$ cat src/rtl/quad_pkg.sv
// ----------------------------------------------------------------------------
// quad_pkg
// Shared types and helpers for the quadrature decoder:
//   fsm_state_t   - decoder control state (INIT while synchronisers fill, RUN)
//   quad_state_t  - 2-bit Gray state {a, b}
//   up_next()     - up-direction successor of a Gray state
// ----------------------------------------------------------------------------
package quad_pkg;

    typedef enum logic [0:0] {
        ST_INIT = 1'b0,
        ST_RUN  = 1'b1
    } fsm_state_t;

    typedef logic [1:0] quad_state_t;

    // Edges spent in INIT before the synchroniser output is trusted.
    localparam logic [1:0] INIT_FILL = 2'd2;

    // Up sequence: 00 -> 01 -> 11 -> 10 -> 00
    function automatic quad_state_t up_next(input quad_state_t s);
        quad_state_t n;
        case (s)
            2'b00:   n = 2'b01;
            2'b01:   n = 2'b11;
            2'b11:   n = 2'b10;
            2'b10:   n = 2'b00;
            default: n = 2'b00;
        endcase
        return n;
    endfunction

endpackage

$ cat src/rtl/quad_decoder_if.sv
// ----------------------------------------------------------------------------
// quad_decoder_if
// Encoder pins, error clear and decoder results.
//   qa, qb, err_clr         : driven by master (board / testbench)
//   step, is_up, err, count : driven by slave (quad_decoder)
// ----------------------------------------------------------------------------
interface quad_decoder_if #(
    parameter int WIDTH = 8
);
    logic             qa;
    logic             qb;
    logic             err_clr;
    logic             step;
    logic             is_up;
    logic             err;
    logic [WIDTH-1:0] count;

    modport master (
        output qa, qb, err_clr,
        input  step, is_up, err, count
    );

    modport slave (
        input  qa, qb, err_clr,
        output step, is_up, err, count
    );
endinterface

$ cat src/rtl/quad_filter.sv
// ----------------------------------------------------------------------------
// quad_filter
// Two-flop synchroniser plus glitch filter for one encoder channel.
//   clk, rst : clock, async active-high reset
//   i_in     : raw asynchronous channel
//   i_load   : force filtered level to the synchroniser output (used in INIT)
//   o_sync   : synchronised channel
//   o_filt   : filtered channel
// ----------------------------------------------------------------------------
module quad_filter #(
    parameter int FILTER_LEN = 4
) (
    input  logic clk,
    input  logic rst,
    input  logic i_in,
    input  logic i_load,
    output logic o_sync,
    output logic o_filt
);
    // Counter value on the cycle the new level is accepted.
    localparam logic [7:0] LP_LAST = 8'(FILTER_LEN - 1);

    logic       r_s1;
    logic       r_s2;
    logic       r_filt;
    logic [7:0] r_cnt;

    // Two-flop synchroniser.
    always_ff @(posedge clk or posedge rst) begin
        if (rst) begin
            r_s1 <= 1'b0;
            r_s2 <= 1'b0;
        end else begin
            r_s1 <= i_in;
            r_s2 <= r_s1;
        end
    end

    // Glitch filter: accept a new level only after FILTER_LEN differing cycles.
    always_ff @(posedge clk or posedge rst) begin
        if (rst) begin
            r_filt <= 1'b0;
            r_cnt  <= 8'd0;
        end else if (i_load) begin
            r_filt <= r_s2;
            r_cnt  <= 8'd0;
        end else if (r_s2 == r_filt) begin
            r_cnt  <= 8'd0;
        end else if (r_cnt == LP_LAST) begin
            r_filt <= r_s2;
            r_cnt  <= 8'd0;
        end else begin
            r_cnt  <= r_cnt + 8'd1;
        end
    end

    assign o_sync = r_s2;
    assign o_filt = r_filt;
endmodule

$ cat src/rtl/quad_decoder.sv
// ----------------------------------------------------------------------------
// quad_decoder
// Quadrature decoder: filters A/B, decodes Gray transitions into step pulses
// with direction, keeps a wrapping position count and a sticky error flag.
//   clk, rst : clock, async active-high reset
//   bus      : quad_decoder_if.slave (qa, qb, err_clr in; step, is_up, err,
//              count out)
// ----------------------------------------------------------------------------
module quad_decoder
    import quad_pkg::*;
#(
    parameter int WIDTH      = 8,
    parameter int FILTER_LEN = 4
) (
    input  logic            clk,
    input  logic            rst,
    quad_decoder_if.slave   bus
);
    fsm_state_t       r_state;
    logic [1:0]       r_init_cnt;
    quad_state_t      r_prev;
    logic             r_step;
    logic             r_is_up;
    logic             r_err;
    logic [WIDTH-1:0] r_count;

    logic             w_load;
    logic             w_sync_a;
    logic             w_sync_b;
    logic             w_filt_a;
    logic             w_filt_b;
    quad_state_t      w_cur;
    logic             w_up;
    logic             w_down;
    logic             w_illegal;

    // While in INIT the filters track the synchroniser so the levels present
    // at reset release are adopted without producing a transition.
    assign w_load = (r_state == ST_INIT);

    quad_filter #(.FILTER_LEN(FILTER_LEN)) u_filt_a (
        .clk    (clk),
        .rst    (rst),
        .i_in   (bus.qa),
        .i_load (w_load),
        .o_sync (w_sync_a),
        .o_filt (w_filt_a)
    );

    quad_filter #(.FILTER_LEN(FILTER_LEN)) u_filt_b (
        .clk    (clk),
        .rst    (rst),
        .i_in   (bus.qb),
        .i_load (w_load),
        .o_sync (w_sync_b),
        .o_filt (w_filt_b)
    );

    assign w_cur = {w_filt_a, w_filt_b};

    // Control FSM: wait for the synchroniser to fill, then decode forever.
    always_ff @(posedge clk or posedge rst) begin
        if (rst) begin
            r_state    <= ST_INIT;
            r_init_cnt <= 2'd0;
        end else begin
            case (r_state)
                ST_INIT: begin
                    if (r_init_cnt == INIT_FILL) begin
                        r_state <= ST_RUN;
                    end else begin
                        r_init_cnt <= r_init_cnt + 2'd1;
                    end
                end
                ST_RUN:  r_state <= ST_RUN;
                default: r_state <= ST_INIT;
            endcase
        end
    end

    // Previous filtered state; in INIT it follows the value being loaded into
    // the filters so the first RUN cycle sees no change.
    always_ff @(posedge clk or posedge rst) begin
        if (rst) begin
            r_prev <= 2'b00;
        end else if (w_load) begin
            r_prev <= {w_sync_a, w_sync_b};
        end else begin
            r_prev <= w_cur;
        end
    end

    // Transition classification: up, down, or both bits changed.
    always_comb begin
        w_up      = 1'b0;
        w_down    = 1'b0;
        w_illegal = 1'b0;
        if (r_state != ST_RUN || w_cur == r_prev) begin
            w_up = 1'b0;
        end else if (w_cur == up_next(r_prev)) begin
            w_up = 1'b1;
        end else if (r_prev == up_next(w_cur)) begin
            w_down = 1'b1;
        end else begin
            w_illegal = 1'b1;
        end
    end

    // Registered step, direction and position.
    always_ff @(posedge clk or posedge rst) begin
        if (rst) begin
            r_step  <= 1'b0;
            r_is_up <= 1'b1;
            r_count <= '0;
        end else begin
            r_step <= w_up | w_down;
            if (w_up) begin
                r_is_up <= 1'b1;
                r_count <= r_count + WIDTH'(1);
            end else if (w_down) begin
                r_is_up <= 1'b0;
                r_count <= r_count - WIDTH'(1);
            end else begin
                r_is_up <= r_is_up;
                r_count <= r_count;
            end
        end
    end

    // Sticky error; a new illegal transition beats a simultaneous clear.
    always_ff @(posedge clk or posedge rst) begin
        if (rst) begin
            r_err <= 1'b0;
        end else if (w_illegal) begin
            r_err <= 1'b1;
        end else if (bus.err_clr) begin
            r_err <= 1'b0;
        end else begin
            r_err <= r_err;
        end
    end

    assign bus.step  = r_step;
    assign bus.is_up = r_is_up;
    assign bus.err   = r_err;
    assign bus.count = r_count;
endmodule

$ cat src/flat_wrapper.sv
// flat-port wrapper written by rule: the top's interface ports become plain ports
module quad_decoder_flat import quad_pkg::*;
#(
    parameter int WIDTH      = 8,
    parameter int FILTER_LEN = 4
)
  (clk, rst, bus_qa, bus_qb, bus_err_clr, bus_step, bus_is_up, bus_err, bus_count);
  quad_decoder_if #(.WIDTH(WIDTH)) bus_i ();
  input  logic clk;
  input  logic rst;
  input wire logic [$bits(bus_i.qa)-1:0] bus_qa;
  input wire logic [$bits(bus_i.qb)-1:0] bus_qb;
  input wire logic [$bits(bus_i.err_clr)-1:0] bus_err_clr;
  output wire logic [$bits(bus_i.step)-1:0] bus_step;
  output wire logic [$bits(bus_i.is_up)-1:0] bus_is_up;
  output wire logic [$bits(bus_i.err)-1:0] bus_err;
  output wire logic [$bits(bus_i.count)-1:0] bus_count;
  assign bus_i.qa = bus_qa;
  assign bus_i.qb = bus_qb;
  assign bus_i.err_clr = bus_err_clr;
  assign bus_step = bus_i.step;
  assign bus_is_up = bus_i.is_up;
  assign bus_err = bus_i.err;
  assign bus_count = bus_i.count;
  quad_decoder #(.WIDTH(WIDTH), .FILTER_LEN(FILTER_LEN)) u_core (.clk(clk), .rst(rst), .bus(bus_i));
endmodule
$ cat config.mk
export PLATFORM = sky130hd
export DESIGN_NAME = quad_decoder_flat
export DESIGN_NICKNAME = d
export VERILOG_FILES = /design/src/rtl/quad_pkg.sv /design/src/rtl/quad_decoder_if.sv /design/src/rtl/quad_filter.sv /design/src/rtl/quad_decoder.sv /design/src/flat_wrapper.sv
export SDC_FILE = /design/constraint.sdc
export NUM_CORES = 1
export LEC_CHECK = 0
export BUFFER_PORTS_ARGS = -buffer_cell sky130_fd_sc_hd__buf_2
export CAP_MARGIN = 25
export CORE_ASPECT_RATIO = 1.5
export CORE_MARGIN = 2
export CORE_UTILIZATION = 58
export DETAILED_ROUTE_END_ITERATION = 10
export GPL_TIMING_DRIVEN = 0
export PLACE_DENSITY_LB_ADDON = 0.12
export SLEW_MARGIN = 10
export SYNTH_ARGS = -nofsm -noshare
export SYNTH_HDL_FRONTEND = slang
export SYNTH_HIERARCHICAL = 1
export SYNTH_SLANG_ARGS = --single-unit
export TNS_END_PERCENT = 100
$ cat constraint.sdc
create_clock -name clk -period 2.8 [get_ports clk]
set_input_delay 0.28 -clock clk [delete_from_list [all_inputs] [get_ports clk]]
set_output_delay 0.28 -clock clk [all_outputs]
set_load 0.05 [all_outputs]
==> impl_results.md <==
- Iteration-0 DRC Markers: 22
- Tot GR Track Use: 20.57%
- Nets: roughly 210
- Standard-cell rows: 25
- Post-synthesis sequential area ratio: between 50% and 60%
- Final-report setup violation count: 0
- Worst skew pair latency: ~0.28 ns
- Crit path time final: 2.537 ns
- Post-synth top flop: dfrtp_1
- Die ar.: about 3700 um^2
- Hold depth: 1
- Cts repair resizes: 0
- CTS Root Cell: clkbuf_8
- WHS Endpoint: u_core/u_filt_b/r_s1
- Status: finished, final reports clean
- Total Wirelength: around 3100 um
- Post-synth EDFFs: 0
- Inserted Clock Buffers: 5
- Synthesized flop and latch total: 38
- Worst r2r dst: u_core/bus.count[7]
- Critical Path RT: around 3 ns
- WP data arrival: roughly 2.8 ns
- CTS Buffer Depth: 2
- FMAX: 394.1 MHz
- Delay-heaviest family, CP: compound AO/OA/AOI/OAI gates
- Area Overhead vs Synth: 12.82%
- Vias: about 1300
- CTS tree: yes
- Clk_skew: ~0.0032 ns
- Initial Util: between 60% and 70%
- Period utilization: between 90% and 100%
- # port buffers: 15
- Residual DRC: 0
- Final Hold Fails: 0
- Chip height: approximately 74 um
- Post-synth top area cell: dfrtp_1
- Via density per instance: 5.424
- Hold/Removal Path Class: input port to flop
- Critical path's largest stage delay: 0.45 ns
- Slowest cell on crit path: dfrtp_1
- Crit end category: flop
- Rel. slew slack: about three fifths
- Number of global-route vias before repair: 1303
- First-pass GRT wire length: around 5500 um
- FF-to-FF setup slack: approximately 0.26 ns
- Net count after synthesis: around 190
- Antenna violations before repair: 0
- Syn. warnings: 6
- Fin Setup TNS: 0 ns
- Hold path startpoint: bus_qb
- Final core occ: between 60 and 70%
- Critical path's most frequent cell: xor2_1
- Fill count: about 240
- Max Slew Vio Count: 0
- FF-to-FF Start: u_core/u_filt_a/o_filt
- RSZ-0062 raised after global routing: false
- Post-synth cell types: 30
- Crit-path cells: xor2_1 -> nor2_1 -> nand2_1 -> ha_1 -> a211oi_1 -> nor3_1 -> a211oi_2 -> mux2i_1 -> xor2_1
- Crit start category: flop
- H-tree Lvls: 2
- DR pass1 iterations: 4
- Layout cells sized above 1: 20.71%
- Slew @ Worst Pin: 0.6163 ns
- Crit path max fanout: 9
- Largest net degree at the start of global routing: 17
- Antenna viol nets, final: 0
- Postcts setup bufs: 0
- Leading cell types by total area after synthesis: dfrtp_1 49%, ha_1 6.0%, xor2_1 5.1%
- Top Ports: 16
- Die Width: 50.53 um
- Detailed Place HPWL: 2348 um
- WL per Instance: about 13 um
- Placeable Area: around 3100 um^2
- Worst-path clk slew: about 0.070 ns
- Post-synthesis async set-or-reset flop share: 100.0%
- Max-cap violations: 0
- Cell Area, Synth: roughly 1900 um^2
- Syn Inst Count: 174
- Buf/Inv on CP: 0
- Final Wtd Congestion: ~0.76
- Top cell type's share of synthesized area: about half
- Gr ovfl total: 0
- Kind of critical path: flop to flop
- Ant diodes: 0
- Most frequent cells in the layout: 37 x dfrtp_1, 16 x nor2_1, 15 x buf_2
- Synth Area per Inst: about 11 um^2
- Path depth of the worst reg2reg path: 9
- Most common cell after layout, fill and taps aside: dfrtp_1
- Clk sinks: 38
[worst max path at each step]
| stage | from | endpoint | slack (ns) | cells past startpoint |
|---|---|---|---|---|
| after floorplan | u_core/u_filt_a/o_filt | u_core/bus.count[7] | 0.62 | 9 |
| after global placement | u_core/u_filt_a/o_filt | u_core/bus.count[7] | 0.32 | 9 |
| after detailed placement | u_core/u_filt_a/o_filt | u_core/bus.count[7] | 0.23 | 9 |
| after CTS | u_core/u_filt_a/o_filt | u_core/bus.count[7] | 0.19 | 9 |
| after global routing | u_core/u_filt_a/o_filt | u_core/bus.count[7] | 0.1 | 9 |
| final | u_core/u_filt_a/o_filt | u_core/bus.count[7] | 0.26 | 9 |
[kinds of logic after synthesis]
logic type | Yosys count | share of synthesized area (%)
and+or+nand+nor | 49 | 12.62
AOI/OAI and AO/OA | 38 | 13.62
DFF | 38 | 50.57
xor gates and xnor gates | 21 | 9.767
buffers and inverters | 12 | 2.857
adders and majority gates | 10 | 7.043
muxes | 6 | 3.521
[timing repair]
action / CTS / global route
setup endpoints to repair: 0 / 0
endpoints found under the hold margin: 22 / 0
hold buffers: 1 / 0
[final cells by class]
| class | instances | area [um^2] | area share (%) |
|---|---|---|---|
| Sequential cell | 38 | 952.2 | 44.82 |
| Multi-Input combinational cell | 124 | 877.1 | 41.28 |
| Timing Repair Buffer | 16 | 85.08 | 4.005 |
| Clock buffer | 7 | 76.32 | 3.592 |
| Tap cell | 40 | 50.05 | 2.356 |
| Inverter | 10 | 37.54 | 1.767 |
| Clock inverter | 1 | 30.03 | 1.413 |
| Buffer | 2 | 16.27 | 0.7656 |
[synth_stat cells, types with 3 or more instances]
cell type,n
a21oi_1,6
a21oi_2,6
dfrtp_1,37
ha_1,9
inv_1,10
mux2_2,5
nand2_1,13
nand3_1,7
nor2_1,16
o21ai_0,13
o21bai_1,3
or3_1,6
xnor2_1,10
xor2_1,11
[flip-flops by register name (all words and copies together) (netlist names), 2 cells and up]
signal / flops
u_core/r_prev: 2
u_core/u_filt_b/r_cnt: 8
u_core/bus.count: 8
u_core/u_filt_a/r_cnt: 8
u_core/r_init_cnt: 2
[per-layer routing]
metal  global-route usage (%)  share of wire, %
met1                    21.66                40
met2                    36.11                54
met3                    5.081               3.0
met4                    13.21               3.1
met5                        0                 0
[stage by stage]
step / hold slack, ns / setup WS, ns / instance area, um^2 / instances
after detailed placement: 0.3070 / 0.2334 / 2008 / 229
after global placement: 0.3042 / 0.3201 / 2008 / 229
after CTS: 0.08316 / 0.1949 / 2125 / 238
after floorplan: 0.1324 / 0.6175 / 1883 / 174
final: 0.09867 / 0.2626 / 2125 / 238
after global routing: 0.07992 / 0.09510 / 2125 / 238
Power is not shown: default switching activity piles up to over one toggle a cycle in this logic, so the estimate is an artifact.
